## config.mk

```make
export PLATFORM = sky130hd
export DESIGN_NAME = vga_timing_gen
export DESIGN_NICKNAME = d
export VERILOG_FILES = /design/src/rtl/vga_pkg.sv /design/src/rtl/pixel_tick_div.sv /design/src/rtl/vga_timing_gen.sv
export SDC_FILE = /design/constraint.sdc
export NUM_CORES = 1
export LEC_CHECK = 0
export ABC_CLOCK_PERIOD_IN_PS = 6500
export CORE_MARGIN = 2
export CORE_UTILIZATION = 40
export DETAILED_ROUTE_END_ITERATION = 16
export MAX_ROUTING_LAYER = met4
export PLACE_DENSITY = 0.63
export SYNTH_ARGS = -nofsm -noshare
export SYNTH_HDL_FRONTEND = slang
export SYNTH_SLANG_ARGS = --single-unit
```

## constraint.sdc

```tcl
create_clock -name clk -period 6.5 [get_ports clk]
set_input_delay 1.625 -clock clk [delete_from_list [all_inputs] [get_ports clk]]
set_output_delay 1.625 -clock clk [all_outputs]
set_load 0.05 [all_outputs]
```

## src/rtl/vga_pkg.sv

```systemverilog
// Shared VGA timing defaults (640x480@60 with a 4-clk pixel) and a
// constant-width helper used when sizing counters.
package vga_pkg;

  localparam int H_DISPLAY_DEF = 640;
  localparam int H_FRONT_DEF   = 16;
  localparam int H_SYNC_DEF    = 96;
  localparam int H_BACK_DEF    = 48;
  localparam int V_DISPLAY_DEF = 480;
  localparam int V_FRONT_DEF   = 10;
  localparam int V_SYNC_DEF    = 2;
  localparam int V_BACK_DEF    = 33;
  localparam int CLK_DIV_DEF   = 4;
  localparam int COORD_W_DEF   = 10;
  localparam int FRAME_W_DEF   = 16;

  // Bits needed to hold the values 0..value-1.
  function automatic int clog2(input int value);
    int r;
    r = 0;
    for (int i = 0; i < 31; i++) begin
      if ((32'sd1 << i) < value) begin
        r = i + 1;
      end else begin
        r = r;
      end
    end
    return r;
  endfunction

endpackage

```

## src/rtl/pixel_tick_div.sv

```systemverilog
// Pixel-rate divider: counts 0..CLK_DIV-1 while en is high and flags the
// cycle in which a new pixel starts.
module pixel_tick_div
  import vga_pkg::*;
#(
  parameter int CLK_DIV = CLK_DIV_DEF
) (
  input  logic clk,
  input  logic reset_n,
  input  logic en,
  output logic p_tick
);

  localparam int DIV_W = (CLK_DIV > 1) ? clog2(CLK_DIV) : 1;
  localparam logic [DIV_W-1:0] DIV_LAST = DIV_W'(CLK_DIV - 1);

  logic [DIV_W-1:0] div_q;
  logic [DIV_W-1:0] div_d;

  // Divider next state; the count freezes while en is low.
  always_comb begin
    div_d = div_q;
    if (en) begin
      if (div_q == DIV_LAST) begin
        div_d = '0;
      end else begin
        div_d = div_q + DIV_W'(1);
      end
    end else begin
      div_d = div_q;
    end
  end

  // Divider register.
  always_ff @(posedge clk) begin
    if (!reset_n) begin
      div_q <= '0;
    end else begin
      div_q <= div_d;
    end
  end

  // Strobe consumed in the same edge by the parent, which registers it.
  assign p_tick = en && (div_q == '0);

endmodule

```

## src/rtl/vga_timing_gen.sv

```systemverilog
// VGA raster timing: pixel/line/frame counters with registered sync, blanking
// and strobe outputs that always match the x/y visible in the same cycle.
module vga_timing_gen
  import vga_pkg::*;
#(
  parameter int   H_DISPLAY = H_DISPLAY_DEF,
  parameter int   H_FRONT   = H_FRONT_DEF,
  parameter int   H_SYNC    = H_SYNC_DEF,
  parameter int   H_BACK    = H_BACK_DEF,
  parameter int   V_DISPLAY = V_DISPLAY_DEF,
  parameter int   V_FRONT   = V_FRONT_DEF,
  parameter int   V_SYNC    = V_SYNC_DEF,
  parameter int   V_BACK    = V_BACK_DEF,
  parameter int   CLK_DIV   = CLK_DIV_DEF,
  parameter logic HSYNC_POL = 1'b0,
  parameter logic VSYNC_POL = 1'b0,
  parameter int   COORD_W   = COORD_W_DEF,
  parameter int   FRAME_W   = FRAME_W_DEF
) (
  input  logic               clk,
  input  logic               reset_n,
  input  logic               en,
  output logic               hsync,
  output logic               vsync,
  output logic               video_on,
  output logic               p_tick,
  output logic [COORD_W-1:0] x,
  output logic [COORD_W-1:0] y,
  output logic               line_start,
  output logic               frame_start,
  output logic [FRAME_W-1:0] frame_cnt
);

  localparam int H_TOTAL = H_DISPLAY + H_FRONT + H_SYNC + H_BACK;
  localparam int V_TOTAL = V_DISPLAY + V_FRONT + V_SYNC + V_BACK;
  localparam int CW1     = COORD_W + 1;

  localparam logic [COORD_W-1:0] H_LAST = COORD_W'(H_TOTAL - 1);
  localparam logic [COORD_W-1:0] V_LAST = COORD_W'(V_TOTAL - 1);
  localparam logic [COORD_W:0] H_DISP_C   = CW1'(H_DISPLAY);
  localparam logic [COORD_W:0] HS_START_C = CW1'(H_DISPLAY + H_FRONT);
  localparam logic [COORD_W:0] HS_END_C   = CW1'(H_DISPLAY + H_FRONT + H_SYNC);
  localparam logic [COORD_W:0] V_DISP_C   = CW1'(V_DISPLAY);
  localparam logic [COORD_W:0] VS_START_C = CW1'(V_DISPLAY + V_FRONT);
  localparam logic [COORD_W:0] VS_END_C   = CW1'(V_DISPLAY + V_FRONT + V_SYNC);

  if (COORD_W < 1 || COORD_W > 30 || FRAME_W < 1 ||
      H_DISPLAY < 1 || H_FRONT < 1 || H_SYNC < 1 || H_BACK < 1 ||
      V_DISPLAY < 1 || V_FRONT < 1 || V_SYNC < 1 || V_BACK < 1 ||
      H_TOTAL > (1 << COORD_W) || V_TOTAL > (1 << COORD_W) ||
      CLK_DIV < 1 || CLK_DIV > 256) begin : g_bad_params
    $error("vga_timing_gen: illegal timing parameters");
  end

  logic               tick_s;
  logic [COORD_W-1:0] x_q, x_d, y_q, y_d;
  logic               primed_q, primed_d;
  logic [FRAME_W-1:0] frame_cnt_q, frame_cnt_d;
  logic               p_tick_q;
  logic               line_start_q, line_start_d;
  logic               frame_start_q, frame_start_d;
  logic               hsync_q, hsync_d;
  logic               vsync_q, vsync_d;
  logic               video_on_q, video_on_d;
  logic [COORD_W:0]   xe_s, ye_s;

  pixel_tick_div #(
    .CLK_DIV (CLK_DIV)
  ) u_div (
    .clk     (clk),
    .reset_n (reset_n),
    .en      (en),
    .p_tick  (tick_s)
  );

  // Raster counters; the first tick after reset presents 0,0 without advancing.
  always_comb begin
    x_d         = x_q;
    y_d         = y_q;
    primed_d    = primed_q;
    frame_cnt_d = frame_cnt_q;
    if (tick_s) begin
      if (!primed_q) begin
        primed_d = 1'b1;
      end else if (x_q == H_LAST) begin
        x_d = '0;
        if (y_q == V_LAST) begin
          y_d         = '0;
          frame_cnt_d = frame_cnt_q + FRAME_W'(1);
        end else begin
          y_d = y_q + COORD_W'(1);
        end
      end else begin
        x_d = x_q + COORD_W'(1);
      end
    end else begin
      primed_d = primed_q;
    end
  end

  // Decode from the next x/y so registered flags line up with registered x/y.
  always_comb begin
    xe_s          = {1'b0, x_d};
    ye_s          = {1'b0, y_d};
    hsync_d       = ((xe_s >= HS_START_C) && (xe_s < HS_END_C)) ? HSYNC_POL : ~HSYNC_POL;
    vsync_d       = ((ye_s >= VS_START_C) && (ye_s < VS_END_C)) ? VSYNC_POL : ~VSYNC_POL;
    video_on_d    = (xe_s < H_DISP_C) && (ye_s < V_DISP_C);
    line_start_d  = tick_s && (x_d == '0);
    frame_start_d = tick_s && (x_d == '0) && (y_d == '0);
  end

  // State and output registers.
  always_ff @(posedge clk) begin
    if (!reset_n) begin
      x_q           <= '0;
      y_q           <= '0;
      primed_q      <= 1'b0;
      frame_cnt_q   <= '0;
      p_tick_q      <= 1'b0;
      line_start_q  <= 1'b0;
      frame_start_q <= 1'b0;
      hsync_q       <= ~HSYNC_POL;
      vsync_q       <= ~VSYNC_POL;
      video_on_q    <= 1'b0;
    end else begin
      x_q           <= x_d;
      y_q           <= y_d;
      primed_q      <= primed_d;
      frame_cnt_q   <= frame_cnt_d;
      p_tick_q      <= tick_s;
      line_start_q  <= line_start_d;
      frame_start_q <= frame_start_d;
      hsync_q       <= hsync_d;
      vsync_q       <= vsync_d;
      video_on_q    <= video_on_d;
    end
  end

  assign x           = x_q;
  assign y           = y_q;
  assign frame_cnt   = frame_cnt_q;
  assign p_tick      = p_tick_q;
  assign line_start  = line_start_q;
  assign frame_start = frame_start_q;
  assign hsync       = hsync_q;
  assign vsync       = vsync_q;
  assign video_on    = video_on_q;

endmodule

```

==> key figures <==
Outcome
  • Outcome: complete, no violations

Clock network
  • Post_cts resized: 0
  • Number of setup buffers added after CTS: 0
  • H-tree Lvls: 2
  • CTS max path bufs: 2
  • Cts hold-fix bufs: 0
  • TritonCTS clock tree: yes
  • Worst-path clk slew: around 0.10 ns
  • Clock Latency Late Sink: about 0.31 ns
  • Clock sinks: 45
  • Number of buffers created by CTS: 5
  • Clock root cell: clkbuf_8

Critical path
  • Arrival @ worst endpoint: about 4.4 ns
  • Slowest CP cell: or4_1
  • Startpoint Class: input port
  • CP Cell Sequence: clkdlybuf4s50_1, and3_1, nand4_1, or4_1, or3_1, a21oi_1
  • Reg2reg start: x[0]
  • CP endpoint kind: register
  • Crit path from: en
  • Crit path required time: roughly 6.7 ns
  • Critical path peak fanout: 11
  • CP peak stage delay: about 0.78 ns
  • Critical setup path kind: input port to register

Synthesis
  • Syn Nets: between 200 and 300
  • Post-synth EDFFs: 0
  • Seq/Total Area, Yosys: between 30% and 40%
  • Cells after Synth: ~280
  • Ys flop type: dfxtp_1
  • Mean Syn Cell Area: 8.52 µm²
  • Netlist cell types: 53
  • Fraction of registers with async set/reset: 0%
  • Biggest area consumer among synthesized cells: dfxtp_1
  • Synth top area cells: dfxtp_1, nor2_1, xor2_1, nand2_1, xnor2_1
  • Yosys top cell area share: between 30% and 40%
  • Synth warn: 0
  • #FFs+latches synth: 45
  • Mapped Area: between 2000 and 2500 µm²

Finish
  • Proportion of layout cells with a drive suffix above 1: ~6.0%
  • Core Util, Final: between 50% and 60%
  • Area grow syn2layout: 23.8%
  • Ant diodes: 0
  • Leading cell type in the layout, fill and taps excluded: dfxtp_1
  • Post-route insts no fill: ~390
  • Most frequent cells in the layout: dfxtp_1, clkdlybuf4s50_1, nor2_1
  • Nets: 323

Global routing
  • Total grt overflow: 0
  • GRT busiest layer: met2
  • M1 GR Usage: ~25%
  • Vias in the first global route: 1,913
  • GRT Util Overall: a little under a fifth
  • Initial antenna violation count: 0
  • GR Layer Usage met3: between 3 and 4%
  • Met2 GRT Util: ~30%
  • Largest net degree at the start of global routing: 24
  • First-pass GRT wire length: roughly 9 mm

Place
  • GP Congestion: ~0.88
  • Buffers on Ports: 44
  • Post-detail-place hpwl: around 4 mm
  • Dpl ws: approximately 2.1 ns
  • Placed instance count: 379

STA
  • PnR worst setup slack: around 2.4 ns
  • Final number of setup-violating endpoints: 0
  • Post-layout min period: between 4 and 5 ns
  • Fmax: roughly 240 MHz
  • RSZ-0062 raised after global routing: no
  • Slew HR: about 63%
  • Worst-Margin Slew: ~0.55 ns
  • Sum Neg Setup Slack: 0 ns
  • Clock Skews: roughly 0.0080 ns
  • Period utilisation layout: between 60% and 70%
  • Max-slew violation count: 0
  • Final hold violation count: 0

Power and ir drop
  • Pleak: between 1 and 1.5 nW
  • Worst IR Drop VDD: roughly 0.00009 V
  • Pwr dens: 170 nW/µm²

Die
  • # IOs: 45
  • Chip Height: 80.8 µm
  • Starting Density: 42.1%
  • Core ar.: between 5000 and 6000 µm²
  • Die ar.: ~6500 µm²
  • Row cnt: 27
  • DIE WIDTH: 80.8 µm

Routing
  • Number of vias per cell: around 5.4
  • Initial DRT Pass Iterations: 4
  • Starting DRC count in detailed routing: 149
  • DRC viols: 0
  • DRT Wirelength: 5.49 mm
  • Average wire per cell in the routed design: ~14 µm
  • Via count: approximately 2,100
  • Post-route antenna net violation count: 0

Hold path
  • Hold path start: frame_cnt[15]
  • Hold Path Class: register to register

Run
  • Max-cap violations: 0
-- metrics by stage --
step | hold slack [ns] | instance area (µm²) | power (W)
2_1_floorplan | 0.486 | 2360 | 0.000311
3_3_place_gp | 0.481 | 2830 | 0.000321
3_5_place_dp | 0.488 | 2830 | 0.000322
4_1_cts | 0.503 | 2920 | 0.000505
5_1_grt | 0.547 | 2920 | 0.000519
6_report | 0.493 | 2920 | 0.000498
-- critical path: cells and delay by family --
kind	cells	cell delay, ns
AO/OA/AOI/OAI	1	0.14
buffers and inverters	1	0.59
AND/OR/NAND/NOR	4	2.02
-- power by group --
group / leakage (nW) / switching [W] / internal, W / total [W]
registers: 0.364 / 0.00000310 / 0.000279 / 0.000283
logic: 0.604 / 0.0000215 / 0.0000108 / 0.0000323
clock network: 0.0452 / 0.000105 / 0.0000784 / 0.000183
total: 1.01 / 0.000129 / 0.000369 / 0.000498
-- layout make-up --
type,instances,area [µm²]
Multi-Input combinational cell,207,1350
Clock inverter,3,25.0
Inverter,10,37.5
Timing Repair Buffer,45,448
Tap cell,72,90.1
Fill cell,564,2690
Clock buffer,5,68.8
Sequential cell,45,901
-- Yosys cell counts (all sizes together) (8+ instances only) --
| cell type | count |
|---|---|
| inv | 10 |
| nor4 | 8 |
| nand4 | 10 |
| dfxtp | 45 |
| nor2 | 33 |
| o21ai | 11 |
| xnor2 | 11 |
| nand3 | 11 |
| a21oi | 12 |
| clkbuf | 9 |
| nand2 | 26 |
| xor2 | 14 |
-- routing by layer --
layer | routed length (µm) | up-vias | share of wire [%]
li1 | - | 1053 | -
met1 | 2690 | 975 | 49
met2 | 2530 | 52 | 46
met3 | 194 | 6 | 3.5
met4 | 75 | 0 | 1.4
met5 | 0 | - | 0
-- final timing paths --
check                        to  slack, ns  depth (start not counted)
hold / removal    frame_cnt[15]       0.49                          2
setup / recovery   frame_cnt[6]       2.36                          6
setup reg to reg   frame_cnt[6]       3.53                          6
hold reg to reg   frame_cnt[15]       0.49                          2
-- cells by family after synthesis --
| kind of cell | share of synthesized area [%] |
|---|---|
| xor+xnor | 9.28 |
| compound gates | 10.8 |
| fa+ha+maj | 3.18 |
| mux | 0.848 |
| simple gates | 33.1 |
| buf+inv | 4.56 |
| flops | 38.2 |
-- state kept, by name, summed over array words and instances (netlist names) --
| signal | cells |
|---|---|
| vsync | 1 |
| frame_cnt | 16 |
| x | 10 |
| primed_q | 1 |
| video_on | 1 |
| u_div.div_q | 2 |
| frame_start | 1 |
| y | 10 |
| hsync | 1 |
| p_tick | 1 |
| line_start | 1 |
Note: power is estimated with default switching activity, not from simulation.
